[config.mk]
export PLATFORM = sky130hd
export DESIGN_NAME = ptw_sv32_flat
export DESIGN_NICKNAME = d
export VERILOG_FILES = /design/src/rtl/ptw_sv32_if.sv /design/src/rtl/ptw_sv32.sv /design/src/flat_wrapper.sv
export SDC_FILE = /design/constraint.sdc
export NUM_CORES = 1
export LEC_CHECK = 0
export ABC_AREA = 0
export CAP_MARGIN = 15
export CORE_MARGIN = 2
export CORE_UTILIZATION = 25
export DETAILED_ROUTE_END_ITERATION = 8
export GPL_TIMING_DRIVEN = 0
export PLACE_DENSITY = 0.54
export SYNTH_ARGS = -nofsm -noshare
export SYNTH_HDL_FRONTEND = slang
export SYNTH_SLANG_ARGS = --single-unit
[constraint.sdc]
create_clock -name clk -period 1.7 [get_ports clk]
set_clock_uncertainty 0.1 [all_clocks]
set_input_delay 0.255 -clock clk [delete_from_list [all_inputs] [get_ports clk]]
set_output_delay 0.255 -clock clk [all_outputs]
set_load 0.01 [all_outputs]
[src/rtl/ptw_sv32_if.sv]
// Request, memory, fill and response signals of the Sv32 page-table walker.
// The slave modport is the walker's view; master is the requester/memory/TLB side.
interface ptw_sv32_if;
  logic        req_valid_i;
  logic        req_ready_o;
  logic [31:0] req_vaddr_i;
  logic        req_store_i;
  logic [21:0] satp_ppn_i;
  logic        mem_req_o;
  logic [31:0] mem_addr_o;
  logic        mem_ack_i;
  logic [31:0] mem_rdata_i;
  logic        fill_req_o;
  logic [19:0] fill_vpn_o;
  logic [21:0] fill_ppn_o;
  logic [6:0]  fill_perm_o;
  logic        fill_superpage_o;
  logic        resp_valid_o;
  logic        fault_o;
  logic        flush_i;

  modport slave (
    input  req_valid_i, req_vaddr_i, req_store_i, satp_ppn_i, mem_ack_i, mem_rdata_i, flush_i,
    output req_ready_o, mem_req_o, mem_addr_o, fill_req_o, fill_vpn_o, fill_ppn_o, fill_perm_o,
           fill_superpage_o, resp_valid_o, fault_o
  );

  modport master (
    output req_valid_i, req_vaddr_i, req_store_i, satp_ppn_i, mem_ack_i, mem_rdata_i, flush_i,
    input  req_ready_o, mem_req_o, mem_addr_o, fill_req_o, fill_vpn_o, fill_ppn_o, fill_perm_o,
           fill_superpage_o, resp_valid_o, fault_o
  );
endinterface

[src/rtl/ptw_sv32.sv]
// Single-walk Sv32 page-table walker feeding a TLB fill port.
// Define PTW_AD_CHECK_EN to fault leaves with A=0, or store leaves with D=0.
module ptw_sv32 (
  input logic       clk,
  input logic       rst,
  ptw_sv32_if.slave ptw_io
);
  localparam logic [2:0] StIdle  = 3'd0;
  localparam logic [2:0] StL1    = 3'd1;
  localparam logic [2:0] StL0    = 3'd2;
  localparam logic [2:0] StResp  = 3'd3;
  localparam logic [2:0] StDrain = 3'd4;

  logic [2:0]  state_q, state_d;
  logic [19:0] vpn_q, vpn_d;
  logic        store_q, store_d;
  logic [31:0] mem_addr_q, mem_addr_d;
  logic        fault_q, fault_d;
  logic [19:0] fill_vpn_q, fill_vpn_d;
  logic [21:0] fill_ppn_q, fill_ppn_d;
  logic [6:0]  fill_perm_q, fill_perm_d;
  logic        fill_sp_q, fill_sp_d;

  logic [31:0] pte;
  logic        pte_invalid, pte_leaf, misaligned, ad_fault, resp_fire;
  logic        unused_bits;

  assign pte         = ptw_io.mem_rdata_i;
  assign pte_invalid = ~pte[0] | (~pte[1] & pte[2]);
  assign pte_leaf    = pte[1] | pte[3];
  // A level-1 leaf must map a 4 MB-aligned frame.
  assign misaligned  = (state_q == StL1) && (pte[19:10] != 10'd0);

`ifdef PTW_AD_CHECK_EN
  assign ad_fault = ~pte[6] | (store_q & ~pte[7]);
`else
  assign ad_fault = 1'b0;
`endif

  assign unused_bits = ^{ptw_io.satp_ppn_i[21:20], ptw_io.req_vaddr_i[11:0], pte[9:8], store_q};

  always_comb begin
    state_d     = state_q;
    vpn_d       = vpn_q;
    store_d     = store_q;
    mem_addr_d  = mem_addr_q;
    fault_d     = fault_q;
    fill_vpn_d  = fill_vpn_q;
    fill_ppn_d  = fill_ppn_q;
    fill_perm_d = fill_perm_q;
    fill_sp_d   = fill_sp_q;
    case (state_q)
      StIdle: begin
        if (ptw_io.req_valid_i && !ptw_io.flush_i) begin
          vpn_d      = ptw_io.req_vaddr_i[31:12];
          store_d    = ptw_io.req_store_i;
          mem_addr_d = {ptw_io.satp_ppn_i[19:0], ptw_io.req_vaddr_i[31:22], 2'b00};
          state_d    = StL1;
        end
      end
      StL1, StL0: begin
        if (ptw_io.flush_i) begin
          // An outstanding read must still complete before the bus is free again.
          state_d = ptw_io.mem_ack_i ? StIdle : StDrain;
        end else if (ptw_io.mem_ack_i) begin
          if (pte_invalid) begin
            fault_d = 1'b1;
            state_d = StResp;
          end else if (pte_leaf) begin
            fill_vpn_d  = vpn_q;
            fill_ppn_d  = pte[31:10];
            fill_perm_d = pte[7:1];
            fill_sp_d   = (state_q == StL1);
            fault_d     = misaligned | ad_fault;
            state_d     = StResp;
          end else if (state_q == StL1) begin
            mem_addr_d = {pte[29:10], vpn_q[9:0], 2'b00};
            state_d    = StL0;
          end else begin
            fault_d = 1'b1;
            state_d = StResp;
          end
        end
      end
      StResp:  state_d = StIdle;
      StDrain: if (ptw_io.mem_ack_i) state_d = StIdle;
      default: state_d = StIdle;
    endcase
  end

  always_ff @(posedge clk) begin
    if (rst) begin
      state_q     <= StIdle;
      vpn_q       <= '0;
      store_q     <= 1'b0;
      mem_addr_q  <= '0;
      fault_q     <= 1'b0;
      fill_vpn_q  <= '0;
      fill_ppn_q  <= '0;
      fill_perm_q <= '0;
      fill_sp_q   <= 1'b0;
    end else begin
      state_q     <= state_d;
      vpn_q       <= vpn_d;
      store_q     <= store_d;
      mem_addr_q  <= mem_addr_d;
      fault_q     <= fault_d;
      fill_vpn_q  <= fill_vpn_d;
      fill_ppn_q  <= fill_ppn_d;
      fill_perm_q <= fill_perm_d;
      fill_sp_q   <= fill_sp_d;
    end
  end

  assign resp_fire               = (state_q == StResp) & ~ptw_io.flush_i;
  assign ptw_io.req_ready_o      = (state_q == StIdle) & ~ptw_io.flush_i;
  assign ptw_io.mem_req_o        = (state_q == StL1) | (state_q == StL0);
  assign ptw_io.mem_addr_o       = mem_addr_q;
  assign ptw_io.resp_valid_o     = resp_fire;
  assign ptw_io.fill_req_o       = resp_fire & ~fault_q;
  assign ptw_io.fault_o          = fault_q;
  assign ptw_io.fill_vpn_o       = fill_vpn_q;
  assign ptw_io.fill_ppn_o       = fill_ppn_q;
  assign ptw_io.fill_perm_o      = fill_perm_q;
  assign ptw_io.fill_superpage_o = fill_sp_q;
endmodule

[src/flat_wrapper.sv]
// flat-port wrapper written by rule: the top's interface ports become plain ports
module ptw_sv32_flat 
  (clk, rst, ptw_io_req_valid_i, ptw_io_req_vaddr_i, ptw_io_req_store_i, ptw_io_satp_ppn_i, ptw_io_mem_ack_i, ptw_io_mem_rdata_i, ptw_io_flush_i, ptw_io_req_ready_o, ptw_io_mem_req_o, ptw_io_mem_addr_o, ptw_io_fill_req_o, ptw_io_fill_vpn_o, ptw_io_fill_ppn_o, ptw_io_fill_perm_o, ptw_io_fill_superpage_o, ptw_io_resp_valid_o, ptw_io_fault_o);
  ptw_sv32_if ptw_io_i ();
  input logic clk;
  input logic rst;
  input wire logic [$bits(ptw_io_i.req_valid_i)-1:0] ptw_io_req_valid_i;
  input wire logic [$bits(ptw_io_i.req_vaddr_i)-1:0] ptw_io_req_vaddr_i;
  input wire logic [$bits(ptw_io_i.req_store_i)-1:0] ptw_io_req_store_i;
  input wire logic [$bits(ptw_io_i.satp_ppn_i)-1:0] ptw_io_satp_ppn_i;
  input wire logic [$bits(ptw_io_i.mem_ack_i)-1:0] ptw_io_mem_ack_i;
  input wire logic [$bits(ptw_io_i.mem_rdata_i)-1:0] ptw_io_mem_rdata_i;
  input wire logic [$bits(ptw_io_i.flush_i)-1:0] ptw_io_flush_i;
  output wire logic [$bits(ptw_io_i.req_ready_o)-1:0] ptw_io_req_ready_o;
  output wire logic [$bits(ptw_io_i.mem_req_o)-1:0] ptw_io_mem_req_o;
  output wire logic [$bits(ptw_io_i.mem_addr_o)-1:0] ptw_io_mem_addr_o;
  output wire logic [$bits(ptw_io_i.fill_req_o)-1:0] ptw_io_fill_req_o;
  output wire logic [$bits(ptw_io_i.fill_vpn_o)-1:0] ptw_io_fill_vpn_o;
  output wire logic [$bits(ptw_io_i.fill_ppn_o)-1:0] ptw_io_fill_ppn_o;
  output wire logic [$bits(ptw_io_i.fill_perm_o)-1:0] ptw_io_fill_perm_o;
  output wire logic [$bits(ptw_io_i.fill_superpage_o)-1:0] ptw_io_fill_superpage_o;
  output wire logic [$bits(ptw_io_i.resp_valid_o)-1:0] ptw_io_resp_valid_o;
  output wire logic [$bits(ptw_io_i.fault_o)-1:0] ptw_io_fault_o;
  assign ptw_io_i.req_valid_i = ptw_io_req_valid_i;
  assign ptw_io_i.req_vaddr_i = ptw_io_req_vaddr_i;
  assign ptw_io_i.req_store_i = ptw_io_req_store_i;
  assign ptw_io_i.satp_ppn_i = ptw_io_satp_ppn_i;
  assign ptw_io_i.mem_ack_i = ptw_io_mem_ack_i;
  assign ptw_io_i.mem_rdata_i = ptw_io_mem_rdata_i;
  assign ptw_io_i.flush_i = ptw_io_flush_i;
  assign ptw_io_req_ready_o = ptw_io_i.req_ready_o;
  assign ptw_io_mem_req_o = ptw_io_i.mem_req_o;
  assign ptw_io_mem_addr_o = ptw_io_i.mem_addr_o;
  assign ptw_io_fill_req_o = ptw_io_i.fill_req_o;
  assign ptw_io_fill_vpn_o = ptw_io_i.fill_vpn_o;
  assign ptw_io_fill_ppn_o = ptw_io_i.fill_ppn_o;
  assign ptw_io_fill_perm_o = ptw_io_i.fill_perm_o;
  assign ptw_io_fill_superpage_o = ptw_io_i.fill_superpage_o;
  assign ptw_io_resp_valid_o = ptw_io_i.resp_valid_o;
  assign ptw_io_fault_o = ptw_io_i.fault_o;
  ptw_sv32 u_core (.clk(clk), .rst(rst), .ptw_io(ptw_io_i));
endmodule
---- Yosys cells after proc, flatten, opt, wreduce, memory -nomap -nowiden ----
Cells that the tools add are included.
word-level totals
  register bits after elaboration ......... 106
  bits in latches ......................... 0
  bits in writable memories ............... 0
  ROM bits ................................ 0
  input bits .............................. 92
  output and inout port bits .............. 87
  logic and storage cells ................. 64
  memories ................................ 0
operators by class
  add/subtract/negate cells ............... 0
  multipliers ............................. 0
  divide/modulo/power cells ............... 0
  $lt $le $gt $ge ......................... 0
  equal/unequal tests ..................... 13
  shift operators ......................... 0
  mux-type cells .......................... 19
  bitwise gates (word level) .............. 12
  reductions and logical operators ........ 12
operators by type and width
  operator                                                                count
  32-bit two-way mux                                                      6
  32-bit one-hot mux with 2 select lines                                  1
  3-bit two-way mux                                                       7
  2-bit != test (second input constant)                                   5
  10-bit nonzero test                                                     1
  3-bit one-hot mux with 3 select lines                                   1
  7-bit AND reduction                                                     1
  3-bit by 2-bit equality test with 1-bit output (second input constant)  2
  1-bit NOT                                                               5
  5-bit AND reduction                                                     1
  1-bit AND                                                               4
  1-bit two-way mux                                                       4
  2-bit by 1-bit != test with 1-bit output (second input constant)        2
  4-bit AND reduction                                                     1
  3-bit by 1-bit equality test with 1-bit output (second input constant)  1
  3-bit equality test (second input constant)                             1
  3-bit zero test                                                         1
  3-bit by 1-bit != test with 1-bit output (second input constant)        1
  3-bit != test (second input constant)                                   1
  1-bit OR                                                                3
  3-bit AND reduction                                                     1
  1-bit logical AND                                                       2
  2-bit AND reduction                                                     1
  2-bit nonzero test                                                      1
  other kinds (2)                                                         2

---- Logic depth before layout (Yosys ltp) ----
  depth after elaboration ................. 7
  mapped depth ............................ 7
  depth with buffers taken out ............ 4

---- Worst setup path after synthesis ----
No wires, ideal clock.
  path kind ............................... flip-flop to flip-flop
  from .................................... register u_core.state_q[1]
  to ...................................... register u_core.mem_addr_q[2], in the netlist u_core.ptw_io.mem_addr_o[2]
  library setup time ...................... 96 ps
  arrival ................................. 1452 ps
  required time ........................... 1504 ps
  path slack .............................. 52 ps
  cell stages (with the launch flop) ...... 8
  buffers on the path ..................... 3
  period minus slack after synthesis ...... 1648 ps
  path through ............................ dfxtp_1 -> buf_6 -> nor4_4 -> and2_1 -> buf_2 -> buf_2 -> nor2_1 -> a221oi_1
on the way
  longest elaborated chain between the ends .. 4
  elaborated cells between the ends (all ways) .. 13
  those cells by class .................... eq/ne: 8; mux: 1; reduce/logical: 4
RTL lines
  item                                                                                                                     line                            text
  from (decl)                                                                                                              ptw_sv32.sv:14                  logic [2:0] state_q, state_d;
  from (signal assigned)                                                                                                   ptw_sv32.sv:93                  state_q <= StIdle;
  from (signal assigned)                                                                                                   ptw_sv32.sv:103                 state_q <= state_d;
  3-bit by 2-bit equality test with 1-bit output / 3-bit by 1-bit equality test with 1-bit output (equally long branches)  ptw_sv32.sv:52, ptw_sv32.sv:76
  2-bit OR reduction                                                                                                       ptw_sv32.sv:52                  case (state_q)
  2-bit != test (no source line) (tied with other cells)                                                                   --
  7-bit AND reduction (no source line)                                                                                     --
  to (signal assigned)                                                                                                     ptw_sv32.sv:106                 mem_addr_q <= mem_addr_d;
  to (decl)                                                                                                                ptw_sv32.sv:17                  logic [31:0] mem_addr_q, mem_addr_d;
Several ways; a longest one is shown, not always the timed one.
A chain may end at the register's enable or synchronous reset.

---- Final worst setup path ----
  from .................................... register u_core.state_q[1]
  to ...................................... output ptw_io_mem_req_o
on the way
  longest elaborated chain between the ends .. 2
  elaborated cells between the ends (all ways) .. 3
  those cells by class .................... eq/ne: 2; bitwise: 1
RTL lines
  item                                                                                                                     line                text
  3-bit by 1-bit equality test with 1-bit output / 3-bit by 2-bit equality test with 1-bit output (equally long branches)  ptw_sv32.sv:117     assign ptw_io.mem_req_o = (state_q == StL1) | (state_q == StL0);
  1-bit OR (*)                                                                                                             ptw_sv32.sv:117
  to (decl)                                                                                                                flat_wrapper.sv:15  output wire logic [$bits(ptw_io_i.mem_req_o)-1:0] ptw_io_mem_req_o;
Every way passes the cells marked *; elsewhere a longest branch is shown, timed or not.

==> results.cfg <==
[run_status]
violations = negative setup slack
outcome = complete, but fails checks

[power_and_ir_drop]
switching_share_pct = 28.0
p_leak_nw = 2.98
irDropWorstVdd_mv = 0.499
power.share.sequential_pct = 42.5
pwr-share-clk_pct = 34.7
p_switching_mw = 1.74
p_comb_share_pct = 22.8
p_total_mw = 6.21
p_per_area_nw_per_um2 = 804
power.internal_mw = 4.47

[layout]
fin_nets = 781
fin_util_pct = 46.3
drive_above_1_share_pct = 34.7
syn2layout_area_growth_pct = 79.4
multi_input_area_sq_um = 2650
seqCellArea_sq_um = 2090
fin_area_sq_um = 7720
fill_cells = 1588
n_antenna_cell = 0

[route]
drcViolationCount = 0
avgRoutedWirePerCell_microns = 17.3
final_antenna_net_count = 0
via_count = 4339
vias_per_cell = 4.75
wirelength_microns = 15800
drt-initial-drc-count = 115
drtPass1Iterations = 4

[cts]
cts_sinks = 104
cts-root-buf = clkbuf_16
cts_max_level = 3
cts_tree = built
path_clk_slew_ns = 0.07
numCtsBuffers = 9
clockBufferDepth = 2
worstSkewPairLatency_ns = 0.35

[critical_path]
crit_type = register to primary output
timing.rr.start = u_core.state_q[0]
regToRegSetupSlack_ns = -0.05
required_ns = 1.34
path_max_fanout = 8
worstReg2RegEnd = u_core.ptw_io.mem_addr_o[21]
ff2ff_path_depth = 7
startpoint = u_core.state_q[1]
cp-endpoint = ptw_io_mem_req_o
end_kind = primary output
crit_arrival_ns = 1.40
setup.worst_path.start_class = register

[job]
cap_violations = 0

[timing]
setup_ws_ns = -0.0568
setup_viol = 38
slew_viol_final = 0
finalHoldViolations = 0
min_period_over_period_pct = 103
min_period_ns = 1.76
tightestPinTransition_ns = 0.797
rsz0062_at_grt = true
clock.fmax_mhz = 569
maxSlewHeadroom_pct = 46.8
tns_ns = -0.854

[die]
initial_core_util_pct = 25.8
die_h_microns = 135
row_count = 47
die_area_sq_um = 18300
ios = 179
core_sq_um = 16700
die_x_microns = 135

[global_route]
grt.total_usage_pct = 16.0
grt_max_degree = 20
grt_pass1_wl_microns = 22600
antenna_found_initial = 0
grt_overflow = 0
grt_pass1_vias = 4325

[synth]
async_flop_share_pct = 0
synth-seq-cells = 104
yosys.cell_types.count = 38
synthCells = 491
synth_ff_type = dfxtp_1
syn_avg_cell_area_sq_um = 8.77
synth_area_sq_um = 4310
synth_top_area_share_pct = 48.4
synth_area_leader_cell = dfxtp_1
ys_seq_area_share_pct = 48.4
synth_edf_count = 0
synth_warnings = 0
synth_area_leaders = dfxtp_1 48%, nand2_1 12%, a21oi_1 8.7%

[placed_design]
place_ws_ns = -0.899
hpwl_microns = 10800
placed_area_sq_um = 6170
gp_congestion = 0.817
place.port_buffers = 158

[hold_path]
hold_class = primary input to register
==> synthesized netlist by cell type, types with 2 or more instances <==
cell type / number
nand2_1: 140
dfxtp_1: 104
a21oi_1: 75
nor2_1: 33
mux2i_1: 31
clkbuf_1: 22
a221oi_2: 17
a221oi_1: 13
buf_2: 12
buf_4: 4
nor3_1: 4
buf_12: 3
nor2b_1: 3
nor4_1: 3
a41oi_1: 2
and2_1: 2
inv_1: 2
==> what timing repair did <==
action / CTS / global route
gates cloned: 1 / 8
setup endpoints to repair: 86 / 106
buffers inserted: 16 / 7
gates resized for setup: 83 / 201
pin swaps: 9 / 86
hold buffers: 0 / 0
==> registers in the layout, indices dropped and copies added (netlist names) <==
name,flops
u_core.ptw_io.mem_addr_o,30
u_core.ptw_io.fill_ppn_o,22
u_core.ptw_io.fill_vpn_o,20
u_core.vpn_q,20
u_core.ptw_io.fill_perm_o,7
u_core.state_q,3
u_core.ptw_io.fault_o,1
u_core.ptw_io.fill_superpage_o,1
==> worst max-delay path, cell delays in order (launching register included) <==
cell     delay (ns)
dfxtp_2        0.32
buf_8          0.13
xor2_4         0.18
and2_4         0.18
buf_12         0.13
buf_6          0.11
==> worst min-delay path by stage <==
stage	startpoint	end	slack (ns)	depth (start not counted)
global route	ptw_io_mem_ack_i	u_core.state_q[2]	0.15	2
floorplan	ptw_io_flush_i	u_core.state_q[1]	0.23	1
CTS	ptw_io_flush_i	u_core.state_q[1]	0.32	2
global placement	u_core.ptw_io.fill_ppn_o[21]	u_core.ptw_io.fill_ppn_o[21]	0.34	2
detailed placement	u_core.ptw_io.fill_vpn_o[11]	u_core.ptw_io.fill_vpn_o[11]	0.35	2
finish	ptw_io_mem_ack_i	u_core.state_q[2]	0.16	2
==> layout make-up <==
cell class                 count  share of cell area (%)
clock buffer                   9                    2.92
sequential                   104                    27.1
clock inverter                 7                   0.972
inverter                       2                  0.0972
buffer                        40                    4.92
timing repair buffer         190                    26.2
tap                          220                    3.56
multi-input combinational    342                    34.3
==> power groups by stage <==
| stage | clock [mW] | sequential [mW] | combinational [mW] |
|---|---|---|---|
| 6_report | 2.16 | 2.64 | 1.41 |
| 5_1_grt | 2.32 | 2.65 | 1.50 |
| 4_1_cts | 2.22 | 2.62 | 1.19 |
| 3_5_place_dp | 0 | 2.67 | 1.07 |
| 3_3_place_gp | 0 | 2.67 | 1.05 |
| 2_1_floorplan | 0 | 2.69 | 0.538 |
==> kinds of logic (layout without fill, tap and decap cells) <==
group | Yosys count | in the layout | share of synthesized area (%)
other | 1 | 2 | 0.0871
AO/OA/AOI/OAI | 113 | 113 | 18.8
flip-flops | 104 | 104 | 48.4
buffers and inverters | 46 | 248 | 6.28
multiplexers | 31 | 31 | 7.21
AND/OR/NAND/NOR | 195 | 195 | 18.7
XOR/XNOR | 1 | 1 | 0.639
==> through the flow <==
stage                     std cells  hold WS, ns
after floorplan                 492        0.234
after global placement          870        0.345
after detailed placement        870        0.347
after CTS                       901        0.322
after global routing            914        0.147
final                           914        0.163
==> metal layers <==
| layer | part of all wire (%) | GRT usage, % | up-vias | routed length, microns |
|---|---|---|---|---|
| met5 | 0 | 0 | - | 0 |
| met1 | 42 | 19.3 | 2101 | 6630 |
| met4 | 1.7 | 5.27 | 0 | 266 |
| met3 | 7.4 | 5.50 | 18 | 1160 |
| li1 | - | - | 2089 | - |
| met2 | 49 | 26.6 | 131 | 7710 |
==> cells in the final DEF, fill, tap and decap left out, types with 2 or more instances in the layout <==
| cell type | n |
|---|---|
| nand2_1 | 95 |
| clkbuf_1 | 12 |
| conb_1 | 2 |
| nor2_1 | 16 |
| nor3_1 | 3 |
| nor2_4 | 5 |
| inv_6 | 4 |
| mux2i_1 | 29 |
| dfxtp_4 | 2 |
| buf_4 | 15 |
| nor4_1 | 3 |
| nor2_2 | 12 |
| a21oi_2 | 54 |
| buf_2 | 7 |
| a221oi_2 | 29 |
| a41oi_1 | 2 |
| inv_1 | 2 |
| dfxtp_1 | 101 |
| buf_8 | 11 |
| a21oi_1 | 21 |
| nand2_4 | 37 |
| dlymetal6s2s_1 | 7 |
| nor2b_2 | 2 |
| clkinv_2 | 2 |
| and2_4 | 2 |
| clkdlybuf4s50_1 | 146 |
| nand2_2 | 8 |
| clkbuf_16 | 17 |
| buf_6 | 13 |
| clkbuf_2 | 4 |
| buf_12 | 6 |
No activity file was read; power rests on OpenSTA's default activity.
